`src/rtl/seq_detector_cfg_if.sv`:
```
// Bundle of config, serial-data and result signals for seq_detector_cfg.
// The master drives configuration and the bit stream; the slave returns y and match_count.
interface seq_detector_cfg_if #(
    parameter int MAX_LEN = 8,
    parameter int CNT_W   = 8
);
    localparam int LEN_W = $clog2(MAX_LEN + 1);

    logic               cfg_load;
    logic [MAX_LEN-1:0] cfg_pattern;
    logic [LEN_W-1:0]   cfg_len;
    logic               cfg_overlap;
    logic               cnt_clr;
    logic               x;
    logic               x_valid;
    logic               y;
    logic [CNT_W-1:0]   match_count;

    modport master (
        output cfg_load, cfg_pattern, cfg_len, cfg_overlap, cnt_clr, x, x_valid,
        input  y, match_count
    );

    modport slave (
        input  cfg_load, cfg_pattern, cfg_len, cfg_overlap, cnt_clr, x, x_valid,
        output y, match_count
    );
endinterface

```
`src/rtl/seq_detector_cfg.sv`:
```
// Run-time configurable serial pattern detector with gapped input, overlap control
// and a saturating match counter.
module seq_detector_cfg #(
    parameter int                 MAX_LEN     = 8,
    parameter int                 CNT_W       = 8,
    parameter logic [MAX_LEN-1:0] DEF_PATTERN = MAX_LEN'('b1011),
    parameter int                 DEF_LEN     = 4,
    parameter bit                 DEF_OVERLAP = 1'b1
) (
    input logic               clk,
    input logic               rst,
    seq_detector_cfg_if.slave bus
);
    localparam int               LEN_W     = $clog2(MAX_LEN + 1);
    localparam logic [LEN_W-1:0] MAX_LEN_L = LEN_W'(MAX_LEN);

    logic [MAX_LEN-1:0] pat_q;
    logic [LEN_W-1:0]   len_q;
    logic               ovl_q;
    logic [MAX_LEN-1:0] hist_q;
    logic [LEN_W-1:0]   fill_q;
    logic               y_q;
    logic [CNT_W-1:0]   cnt_q;

    logic [MAX_LEN-1:0] hist_nxt;
    logic [MAX_LEN-1:0] len_mask;
    logic [LEN_W-1:0]   fill_inc;
    logic [LEN_W-1:0]   len_clamped;
    logic               enough;
    logic               hit;

    always_comb begin
        hist_nxt = {hist_q[MAX_LEN-2:0], bus.x};
        // Ones in the low len_q positions; len_q == MAX_LEN yields all ones.
        len_mask = ~({MAX_LEN{1'b1}} << len_q);
        fill_inc = (fill_q == MAX_LEN_L) ? fill_q : fill_q + LEN_W'(1);
        enough   = ({1'b0, fill_q} + (LEN_W + 1)'(1)) >= {1'b0, len_q};
        hit      = bus.x_valid && !bus.cfg_load && enough
                   && (((hist_nxt ^ pat_q) & len_mask) == '0);

        if (bus.cfg_len == '0)
            len_clamped = LEN_W'(1);
        else if (bus.cfg_len > MAX_LEN_L)
            len_clamped = MAX_LEN_L;
        else
            len_clamped = bus.cfg_len;
    end

    always_ff @(posedge clk) begin
        if (!rst) begin
            pat_q  <= DEF_PATTERN;
            len_q  <= LEN_W'(DEF_LEN);
            ovl_q  <= DEF_OVERLAP;
            hist_q <= '0;
            fill_q <= '0;
            y_q    <= 1'b0;
            cnt_q  <= '0;
        end else begin
            y_q <= 1'b0;
            if (bus.cfg_load) begin
                pat_q  <= bus.cfg_pattern;
                len_q  <= len_clamped;
                ovl_q  <= bus.cfg_overlap;
                hist_q <= '0;
                fill_q <= '0;
            end else if (bus.x_valid) begin
                hist_q <= hist_nxt;
                // Non-overlap mode forgets consumed bits by restarting the fill count.
                fill_q <= (hit && !ovl_q) ? '0 : fill_inc;
                y_q    <= hit;
            end

            if (bus.cnt_clr)
                cnt_q <= '0;
            else if (hit && (cnt_q != '1))
                cnt_q <= cnt_q + CNT_W'(1);
        end
    end

    assign bus.y           = y_q;
    assign bus.match_count = cnt_q;
endmodule

```
`src/flat_wrapper.sv`:
```
// flat-port wrapper written by rule: the top's interface ports become plain ports
module seq_detector_cfg_flat 
#(
    parameter int                 MAX_LEN     = 8,
    parameter int                 CNT_W       = 8,
    parameter logic [MAX_LEN-1:0] DEF_PATTERN = MAX_LEN'('b1011),
    parameter int                 DEF_LEN     = 4,
    parameter bit                 DEF_OVERLAP = 1'b1
)
  (clk, rst, bus_cfg_load, bus_cfg_pattern, bus_cfg_len, bus_cfg_overlap, bus_cnt_clr, bus_x, bus_x_valid, bus_y, bus_match_count);
  seq_detector_cfg_if #(.MAX_LEN(MAX_LEN), .CNT_W(CNT_W)) bus_i ();
  input logic clk;
  input logic rst;
  input wire logic [$bits(bus_i.cfg_load)-1:0] bus_cfg_load;
  input wire logic [$bits(bus_i.cfg_pattern)-1:0] bus_cfg_pattern;
  input wire logic [$bits(bus_i.cfg_len)-1:0] bus_cfg_len;
  input wire logic [$bits(bus_i.cfg_overlap)-1:0] bus_cfg_overlap;
  input wire logic [$bits(bus_i.cnt_clr)-1:0] bus_cnt_clr;
  input wire logic [$bits(bus_i.x)-1:0] bus_x;
  input wire logic [$bits(bus_i.x_valid)-1:0] bus_x_valid;
  output wire logic [$bits(bus_i.y)-1:0] bus_y;
  output wire logic [$bits(bus_i.match_count)-1:0] bus_match_count;
  assign bus_i.cfg_load = bus_cfg_load;
  assign bus_i.cfg_pattern = bus_cfg_pattern;
  assign bus_i.cfg_len = bus_cfg_len;
  assign bus_i.cfg_overlap = bus_cfg_overlap;
  assign bus_i.cnt_clr = bus_cnt_clr;
  assign bus_i.x = bus_x;
  assign bus_i.x_valid = bus_x_valid;
  assign bus_y = bus_i.y;
  assign bus_match_count = bus_i.match_count;
  seq_detector_cfg #(.MAX_LEN(MAX_LEN), .CNT_W(CNT_W), .DEF_PATTERN(DEF_PATTERN), .DEF_LEN(DEF_LEN), .DEF_OVERLAP(DEF_OVERLAP)) u_core (.clk(clk), .rst(rst), .bus(bus_i));
endmodule
```
`config.mk`:
```
export PLATFORM = sky130hd
export DESIGN_NAME = seq_detector_cfg_flat
export DESIGN_NICKNAME = d
export VERILOG_FILES = /design/src/rtl/seq_detector_cfg_if.sv /design/src/rtl/seq_detector_cfg.sv /design/src/flat_wrapper.sv
export SDC_FILE = /design/constraint.sdc
export NUM_CORES = 1
export LEC_CHECK = 0
export ABC_CLOCK_PERIOD_IN_PS = 3300
export CORE_MARGIN = 1
export CORE_UTILIZATION = 52
export DETAILED_ROUTE_END_ITERATION = 7
export HOLD_SLACK_MARGIN = 0.12
export PLACE_DENSITY_LB_ADDON = 0.08
export SLEW_MARGIN = 20
export SYNTH_ARGS = -nofsm -noshare
export SYNTH_HDL_FRONTEND = slang
export SYNTH_SLANG_ARGS = --single-unit
```
`constraint.sdc`:
```
create_clock -name clk -period 3.3 [get_ports clk]
set_input_delay 0.825 -clock clk [delete_from_list [all_inputs] [get_ports clk]]
set_output_delay 0.825 -clock clk [all_outputs]
set_load 0.1 [all_outputs]
```
==> results.cfg, run 1 <==
[setup_path]
crit_family = simple AND/OR/NAND/NOR gates
critPathKind = reg2reg
crit_buf_inv = 1
cp.required_ns = 3.58
cpMostUsedCell = ha_1
arrival_ns = 2.92
path_cells = inv_1, ha_1, ha_1, o211ai_1, a21oi_1, o2111ai_1, or2_1, or4_1, nand2_1
crit_fanout = 6
r2r_start = u_core.fill_q[0]
worstReg2RegEnd = u_core.bus.match_count[6]
slowest_delay_ns = 0.48
startpoint_type = register
crit_slowest_cell = or4_1
ff2ff_setup_slack_ns = 0.66
endpoint_kind = register
ff2ff_path_depth = 9

[sta]
max_slew_margin_pct = 63.6
hold_viol = 0
setup_viol = 0
final_max_slew_viol_count = 0
hold_ws_ns = 0.520
skew_ns = 0.0100
setup-tns-final_ns = 0
fmax_mhz = 378
worstMarginPinSlew_ns = 0.545
rsz0062_at_grt = false
fin_crit_ns = 2.64
finalCritPeriodShare_pct = 80.1

[clocking]
postCtsHoldBufs = 0
h-tree-depth = 2
cts_tree = built
clk_pin_slew_worst_paths_ns = 0.11
cts_num_sinks = 33
cts_buffers = 5
cts-resized-gates = 0
clock_path_buffers = 2
cts_root_buf = clkbuf_4
cts_setup_buffers = 0
clock_latency_ns = 0.33

[global_route]
grt_max_degree = 17
antenna_found_initial = 0
grt_pass1_wl_mm = 5.97
grt.overflow.total = 0
grt_pass1_vias = 1335
track_usage_pct = 23.6

[cells_and_area]
final_area_um2 = 2020
n_antenna_cell = 0
nNetsFinal = 246
area_growth_pct = 21.7
multi_input_area_um2 = 946
drive_gt1_share_pct = 10.4
fill_cells = 259
ff_latch_area_um2 = 661

[synth]
ys_seq_area_share_pct = 39.8
synth-seq-cells = 33
netlist_top_cells_area = dfxtp_1 (40%), mux2i_1 (11%), nor2_1 (6.1%)
yosysTopAreaCell = dfxtp_1
avgSynthCellArea_um2 = 8.82
yosysWarnings = 0
yosysUniqueCellTypes = 36
synth_top_area_share_pct = 39.8
synth_flop_cell = dfxtp_1
synth_edf_count = 0
synth_common_cells = dfxtp_1 (33), nor2_1 (27), mux2i_1 (19), nand2_1 (14), a21oi_1 (10)
netlist_instances = 188
synth_most_common_cell = dfxtp_1
syn_area_um2 = 1660
async_flop_share_pct = 0
synth_fp_nets = 214

[power_and_ir_drop]
power_density_nw_per_um2 = 360
ir_drop_uv = 264
p_leak_nw = 0.812

[route]
ant_nets = 0
via_per_inst = 5.42
wl_mm = 3.50
wl_per_cell_um = 13.2
vias = 1436
firstDrtPassIters = 4
drt_iter0_drc = 89
route.detailed.drc = 0

[min_path]
min_path_type = reg2reg
min_from = u_core.pat_q[1]
hold_end = u_core.pat_q[1]
min_path_cells = 2

[die]
initial_utilization_pct = 54.8
die_w_um = 58.5
rows = 20
coreArea_um2 = 3030
die_area_um2 = 3420
die_y_um = 58.5
io_pins = 28

[job]
maxCapViolations = 0

[place]
io_buffers = 27
place_hpwl_mm = 2.61
postPlaceCellArea_um2 = 1970
place.gp.congestion = 0.850

[run_status]
status = finished clean
==> sequential cells by signal, summed over array words and instances (netlist names) <==
signal and count:
u_core.len_q 4, u_core.pat_q 8, u_core.fill_q 4, u_core.bus.y 1, u_core.bus.match_count 8, u_core.hist_q 7, u_core.ovl_q 1
==> cell type report <==
type | instances | share of cell area (%)
inverter | 7 | 1.30
timing repair buffer | 31 | 13.8
clock inverter | 2 | 0.496
clock buffer | 6 | 2.05
tap | 44 | 2.73
sequential | 33 | 32.8
multi-input combinational | 142 | 46.9
==> stage by stage <==
stage / worst slack, ns / utilization (%) / instances / total power [mW]
floorplan: 0.809 / - / 188 / 0.478
global placement: 0.438 / 64.9 / 257 / 0.514
detailed placement: 0.401 / 64.9 / 257 / 0.517
CTS: 0.630 / 66.6 / 265 / 0.730
global route: 0.388 / 66.6 / 265 / 0.764
finish: 0.656 / 66.6 / 265 / 0.725
==> cells by family after synthesis <==
logic type      Yosys count  synth area share (%)
simple gates             75                  22.7
flops                    33                  39.8
compound gates           28                  10.7
mux                      19                  11.5
xor+xnor                 13                  6.87
buf+inv                  13                  3.09
fa+ha+maj                 7                  5.28
==> layout by cell type, fill, tap and decap left out, types with 7 or more instances in the layout <==
cell and instances:
dfxtp_1 33, nor2_1 27, mux2i_1 19, clkdlybuf4s50_1 18, nand2_1 14, buf_4 13
a21oi_1 10, xnor2_1 9, ha_1 7
==> layer usage <==
| metal | routed length [µm] | track usage (%) | up-vias |
|---|---|---|---|
| li1 | - | - | 721 |
| met1 | 1590 | 29.2 | 681 |
| met2 | 1730 | 37.3 | 26 |
| met5 | 0 | 0 | - |
| met3 | 122 | 6.37 | 8 |
| met4 | 58 | 12.9 | 0 |
==> power breakdown <==
group / switching [mW] / total, mW / internal [mW] / leakage [nW]
registers: 0.0121 / 0.421 / 0.409 / 0.269
logic: 0.0399 / 0.0870 / 0.0471 / 0.511
clock network: 0.136 / 0.217 / 0.0811 / 0.0320
==> worst max path at each step <==
stage / startpoint / endpoint / slack, ns / depth (start not counted)
5_1_grt: u_core.fill_q[0] / u_core.bus.match_count[6] / 0.39 / 9
2_1_floorplan: bus_cfg_load / u_core.bus.match_count[3] / 0.81 / 8
6_report: u_core.fill_q[0] / u_core.bus.match_count[6] / 0.66 / 9
3_5_place_dp: bus_x_valid / u_core.bus.match_count[6] / 0.40 / 7
4_1_cts: u_core.fill_q[0] / u_core.bus.match_count[6] / 0.63 / 9
3_3_place_gp: bus_x_valid / u_core.bus.match_count[6] / 0.44 / 7
==> worst reg2reg max path, stage by stage, from the launching register on <==
cell       delay, ns
dfxtp_1         0.44
inv_1           0.09
ha_1            0.32
ha_1            0.28
o211ai_1        0.08
a21oi_1         0.14
o2111ai_1       0.31
or2_1           0.38
or4_1           0.48
nand2_1         0.07
Power figures use the tool's default switching activity.
==> inputs of run 2 (changes only) <==
Settings changed: ABC_CLOCK_PERIOD_IN_PS 3300 to 2200, CORE_UTILIZATION 52 to 47.
Clock period 3.3 ns to 2.2 ns, I/O delays scaled along.
==> run 2 against run 1 <==
Effect of this change: non-clock buffer count grew 13; the run now ends with negative setup slack left; clock skew shrank 0.0063 ns; combinational power increased by 74%; hold slack worse by 0.026 ns; fmax increased by 18%.
==> results.cfg, run 2 (synthesis results as in run 1) <==
[setup_path]
cp.required_ns = 2.48
endpoint_kind = register
startpoint_type = register
crit_fanout = 5
arrival_ns = 2.52
r2r_start = u_core.fill_q[0]
ff2ff_path_depth = 9
critPathKind = reg2reg
worstReg2RegEnd = u_core.bus.match_count[6]
ff2ff_setup_slack_ns = -0.05

[place]
placedCellCount = 270
io_buffers = 27
postPlaceCellArea_um2 = 2120
place.gp.congestion = 0.813
place_hpwl_mm = 2.80
place_ws_ns = -0.312

[min_path]
min_path_cells = 2
hold_end = u_core.bus.match_count[3]
min_path_type = reg2reg
min_from = u_core.bus.match_count[3]

[sta]
max_slew_margin_pct = 70.3
worstMarginPinSlew_ns = 0.441
setup_viol = 3
worst_slack_ns = -0.0479
skew_ns = 0.00372
final_max_slew_viol_count = 0
hold_viol = 0
finalCritPeriodShare_pct = 102
fin_crit_ns = 2.25
fmax_mhz = 445
rsz0062_at_grt = true

[cells_and_area]
final_area_um2 = 2220
drive_gt1_share_pct = 23.9
instances_no_fill = 280
nNetsFinal = 259
mostFrequentLayoutCells = nor2_1 (27), buf_4 (25), dfxtp_1 (25)
n_antenna_cell = 0
final_common_cell = nor2_1
area_growth_pct = 33.9

[clocking]
cts_root_buf = clkbuf_4
cts_tree = built
h-tree-depth = 2
clk_pin_slew_worst_paths_ns = 0.10
cts_buffers = 5
cts_num_sinks = 33
clock_path_buffers = 2
clock_latency_ns = 0.33

[die]
initial_utilization_pct = 49.3
io_pins = 28
coreArea_um2 = 3360
die_w_um = 61.4
rows = 21
die_area_um2 = 3770
die_y_um = 61.4

[job]
maxCapViolations = 0

[global_route]
grt_pass1_wl_mm = 5.75
track_usage_pct = 21.8
antenna_found_initial = 0
grt.overflow.total = 0
grt_max_degree = 17
grt_pass1_vias = 1317

[power_and_ir_drop]
power_density_nw_per_um2 = 494
p_leak_nw = 0.907
fin_total_pwr_mw = 1.10
ir_drop_uv = 446

[route]
via_per_inst = 5.29
wl_per_cell_um = 13.2
firstDrtPassIters = 4
route.detailed.drc = 0
ant_nets = 0
vias = 1480
wl_mm = 3.69
drt_iter0_drc = 38

[run_status]
violations = negative setup slack
status = finished, violations left
[run 2: how the worst max path moves through the flow]
stage                                end  slack (ns)  cells after the start              from
2_1_floorplan  u_core.bus.match_count[3]       -0.05                     10  u_core.fill_q[2]
3_3_place_gp   u_core.bus.match_count[3]       -0.27                      7       bus_x_valid
3_5_place_dp   u_core.bus.match_count[3]       -0.31                      7       bus_x_valid
4_1_cts        u_core.bus.match_count[3]       -0.02                      9  u_core.fill_q[0]
5_1_grt        u_core.bus.match_count[3]       -0.16                      9  u_core.fill_q[0]
6_report       u_core.bus.match_count[6]       -0.05                      9  u_core.fill_q[0]
[run 2: layer usage]
layer,vias to the layer above,wire [µm],track usage (%)
met1,696,1560,24.2
met3,7,137,6.09
met4,0,81,9.52
met5,-,0,0
met2,28,1910,38.8
li1,749,-,-
[run 2: critical path, stage by stage, from the launching register on]
cell and delay, ns:
dfxtp_4 0.39, ha_4 0.17, xor2_1 0.14, ha_1 0.29, o211ai_1 0.08, a21oi_1 0.16, o2111ai_2 0.18, or2_1 0.30
or4_1 0.41, nand2_1 0.07
[run 2: stage by stage]
| stage | hold WS, ns | util, % | TNS [ns] |
|---|---|---|---|
| 3_3_place_gp | 0.470 | 62.9 | -2.13 |
| 4_1_cts | 0.498 | 64.9 | -0.0285 |
| 3_5_place_dp | 0.479 | 62.9 | -2.46 |
| 2_1_floorplan | 0.461 | - | -0.0522 |
| 6_report | 0.494 | 66.0 | -0.0955 |
| 5_1_grt | 0.530 | 66.0 | -0.659 |
[run 2: report_power, final]
part           switching [mW]  internal (mW)
sequential             0.0169          0.611
clock                   0.196          0.122
combinational          0.0683         0.0831
[run 2: repair_timing]
| action | 4_1_cts | 5_1_grt |
|---|---|---|
| hold buffers | 0 | 0 |
| resized for setup | 1 | 7 |
| endpoints found under the setup margin | 2 | 10 |
| buffers inserted | 2 | 0 |
| pin swaps | 2 | 1 |
[run 2: final cells by class]
cell class | instances | area (µm²)
tap | 46 | 57.6
multi-input combinational | 142 | 1030
clock buffer | 6 | 41.3
clock inverter | 2 | 10.0
fill | 323 | 1140
inverter | 7 | 26.3
timing repair buffer | 44 | 379
sequential | 33 | 676
==> inputs of run 3 (changes only) <==
Settings changed: CORE_UTILIZATION 47 to 30.
==> run 3 against run 2 <==
Effect of this change: total power up 14%; global-route usage shrank 7.4 points; worst setup slack worse by 0.035 ns; the flow still finishes with violations (negative setup slack); register-to-register slack better by 0.03 ns; sequential share of layout area shrank 1.3 points; critical path depth down 2; clock skew increased by 0.0027 ns; sequential power hardly changed; fmax down 1.5%; critical path type is now in2reg; design area rose by 4.3%; non-clock buffer count rose by 1.
==> results.cfg, run 3 (synthesis results as in run 1) <==
[sta]
fmax_mhz = 438
max_slew_margin_pct = 70.4
setup_viol = 4
hold_viol = 0
worst_slack_ns = -0.0826
fin_crit_ns = 2.28
hold_ws_ns = 0.485
final_max_slew_viol_count = 0
finalCritPeriodShare_pct = 104
worstMarginPinSlew_ns = 0.440
rsz0062_at_grt = true
skew_ns = 0.00646

[route]
route.detailed.drc = 0
via_per_inst = 4.83
firstDrtPassIters = 4
wl_mm = 3.96
drt_iter0_drc = 70
vias = 1469
wl_per_cell_um = 13.0
ant_nets = 0

[global_route]
grt_pass1_wl_mm = 6.60
antenna_found_initial = 0
grt_max_degree = 17
grt_pass1_vias = 1414
track_usage_pct = 14.4
grt.overflow.total = 0

[power_and_ir_drop]
fin_total_pwr_mw = 1.26
p_leak_nw = 0.939
power_density_nw_per_um2 = 543
ir_drop_uv = 289

[setup_path]
endpoint_kind = register
r2r_start = u_core.fill_q[0]
startpoint_type = input pin
critPathKind = in2reg
arrival_ns = 2.50
cp.required_ns = 2.41
ff2ff_path_depth = 9
crit_fanout = 4
worstReg2RegEnd = u_core.bus.match_count[3]
ff2ff_setup_slack_ns = -0.02

[place]
io_buffers = 27
place.gp.congestion = 0.821
place_ws_ns = -0.352
place_hpwl_mm = 3.04
postPlaceCellArea_um2 = 2160

[cells_and_area]
mostFrequentLayoutCells = nor2_1 (27), buf_4 (26), dfxtp_1 (25)
final_area_um2 = 2310
multi_input_area_um2 = 1050
fill_cells = 524
drive_gt1_share_pct = 24.8
area_growth_pct = 39.6
nNetsFinal = 260
final_util_pct = 44.5
n_antenna_cell = 0
ff_latch_area_um2 = 676
final_common_cell = nor2_1

[die]
initial_utilization_pct = 31.9
die_area_um2 = 5830
rows = 26
die_y_um = 76.3
die_w_um = 76.3
coreArea_um2 = 5200
io_pins = 28

[min_path]
min_path_type = reg2reg
min_from = u_core.bus.match_count[1]
min_path_cells = 2
hold_end = u_core.bus.match_count[1]

[clocking]
cts_buffers = 5
h-tree-depth = 2
cts_root_buf = clkbuf_8
cts_tree = built
clock_path_buffers = 2
clock_latency_ns = 0.28
clk_pin_slew_worst_paths_ns = 0.07
cts_num_sinks = 33

[run_status]
violations = negative setup slack
status = finished, violations left

[job]
maxCapViolations = 0
==> run 3: changes by cell type in the layout (fill, tap and decap cells not counted), moves of 2 or more <==
| cell | previous run | this run |
|---|---|---|
| clkinv_2 | 2 | 0 |
| nor3_1 | 4 | 2 |
| clkbuf_8 | 0 | 6 |
| clkbuf_4 | 5 | 0 |
==> run 3: worst max path at each step <==
stage / startpoint / to / slack, ns
after CTS: u_core.fill_q[0] / u_core.bus.match_count[3] / -0.06
final: bus_x_valid / u_core.bus.match_count[3] / -0.08
after floorplan: u_core.fill_q[2] / u_core.bus.match_count[3] / -0.05
after global routing: u_core.fill_q[0] / u_core.bus.match_count[3] / -0.18
after global placement: bus_x_valid / u_core.bus.match_count[3] / -0.29
after detailed placement: bus_x_valid / u_core.bus.match_count[3] / -0.35
==> run 3: power breakdown <==
part / leakage (nW) / internal, mW / switching (mW)
clock: 0.0476 / 0.248 / 0.223
combinational: 0.618 / 0.0839 / 0.0712
sequential: 0.273 / 0.612 / 0.0176
==> run 3: repair_timing <==
item / CTS / global route
pin swaps: 2 / 5
endpoints found under the setup margin: 3 / 11
gates resized for setup: 3 / 7
hold buffers: 0 / 0
setup buffers: 1 / 0
endpoints found under the hold margin: 0 / 0
==> run 3: cell type report <==
| cell class | count | share of cell area [%] |
|---|---|---|
| Sequential cell | 33 | 29.2 |
| Multi-Input combinational cell | 142 | 45.4 |
| Clock inverter | 1 | 0.270 |
| Tap cell | 70 | 3.78 |
| Timing Repair Buffer | 45 | 16.7 |
| Clock buffer | 6 | 3.57 |
| Inverter | 7 | 1.14 |
==> run 3: worst max-delay path: stages <==
cell             delay (ns)
clkdlybuf4s50_1        0.49
nor2b_1                0.13
o221ai_1               0.11
or3_1                  0.45
nor3b_4                0.24
or4b_1                 0.44
o21ai_1                0.09
==> run 3: layer usage <==
layer | track usage [%] | share of wire, % | wire length [µm]
met1 | 16.0 | 43 | 1690
met3 | 4.07 | 3.5 | 139
met4 | 5.77 | 1.7 | 67
met2 | 25.5 | 52 | 2070
met5 | 0 | 0 | 0
==> run 3: stage by stage <==
step                setup TNS, ns  instances
finish                     -0.190        304
global route               -0.737        304
CTS                       -0.0902        304
detailed placement          -2.82        296
global placement            -2.46        296
floorplan                 -0.0522        188
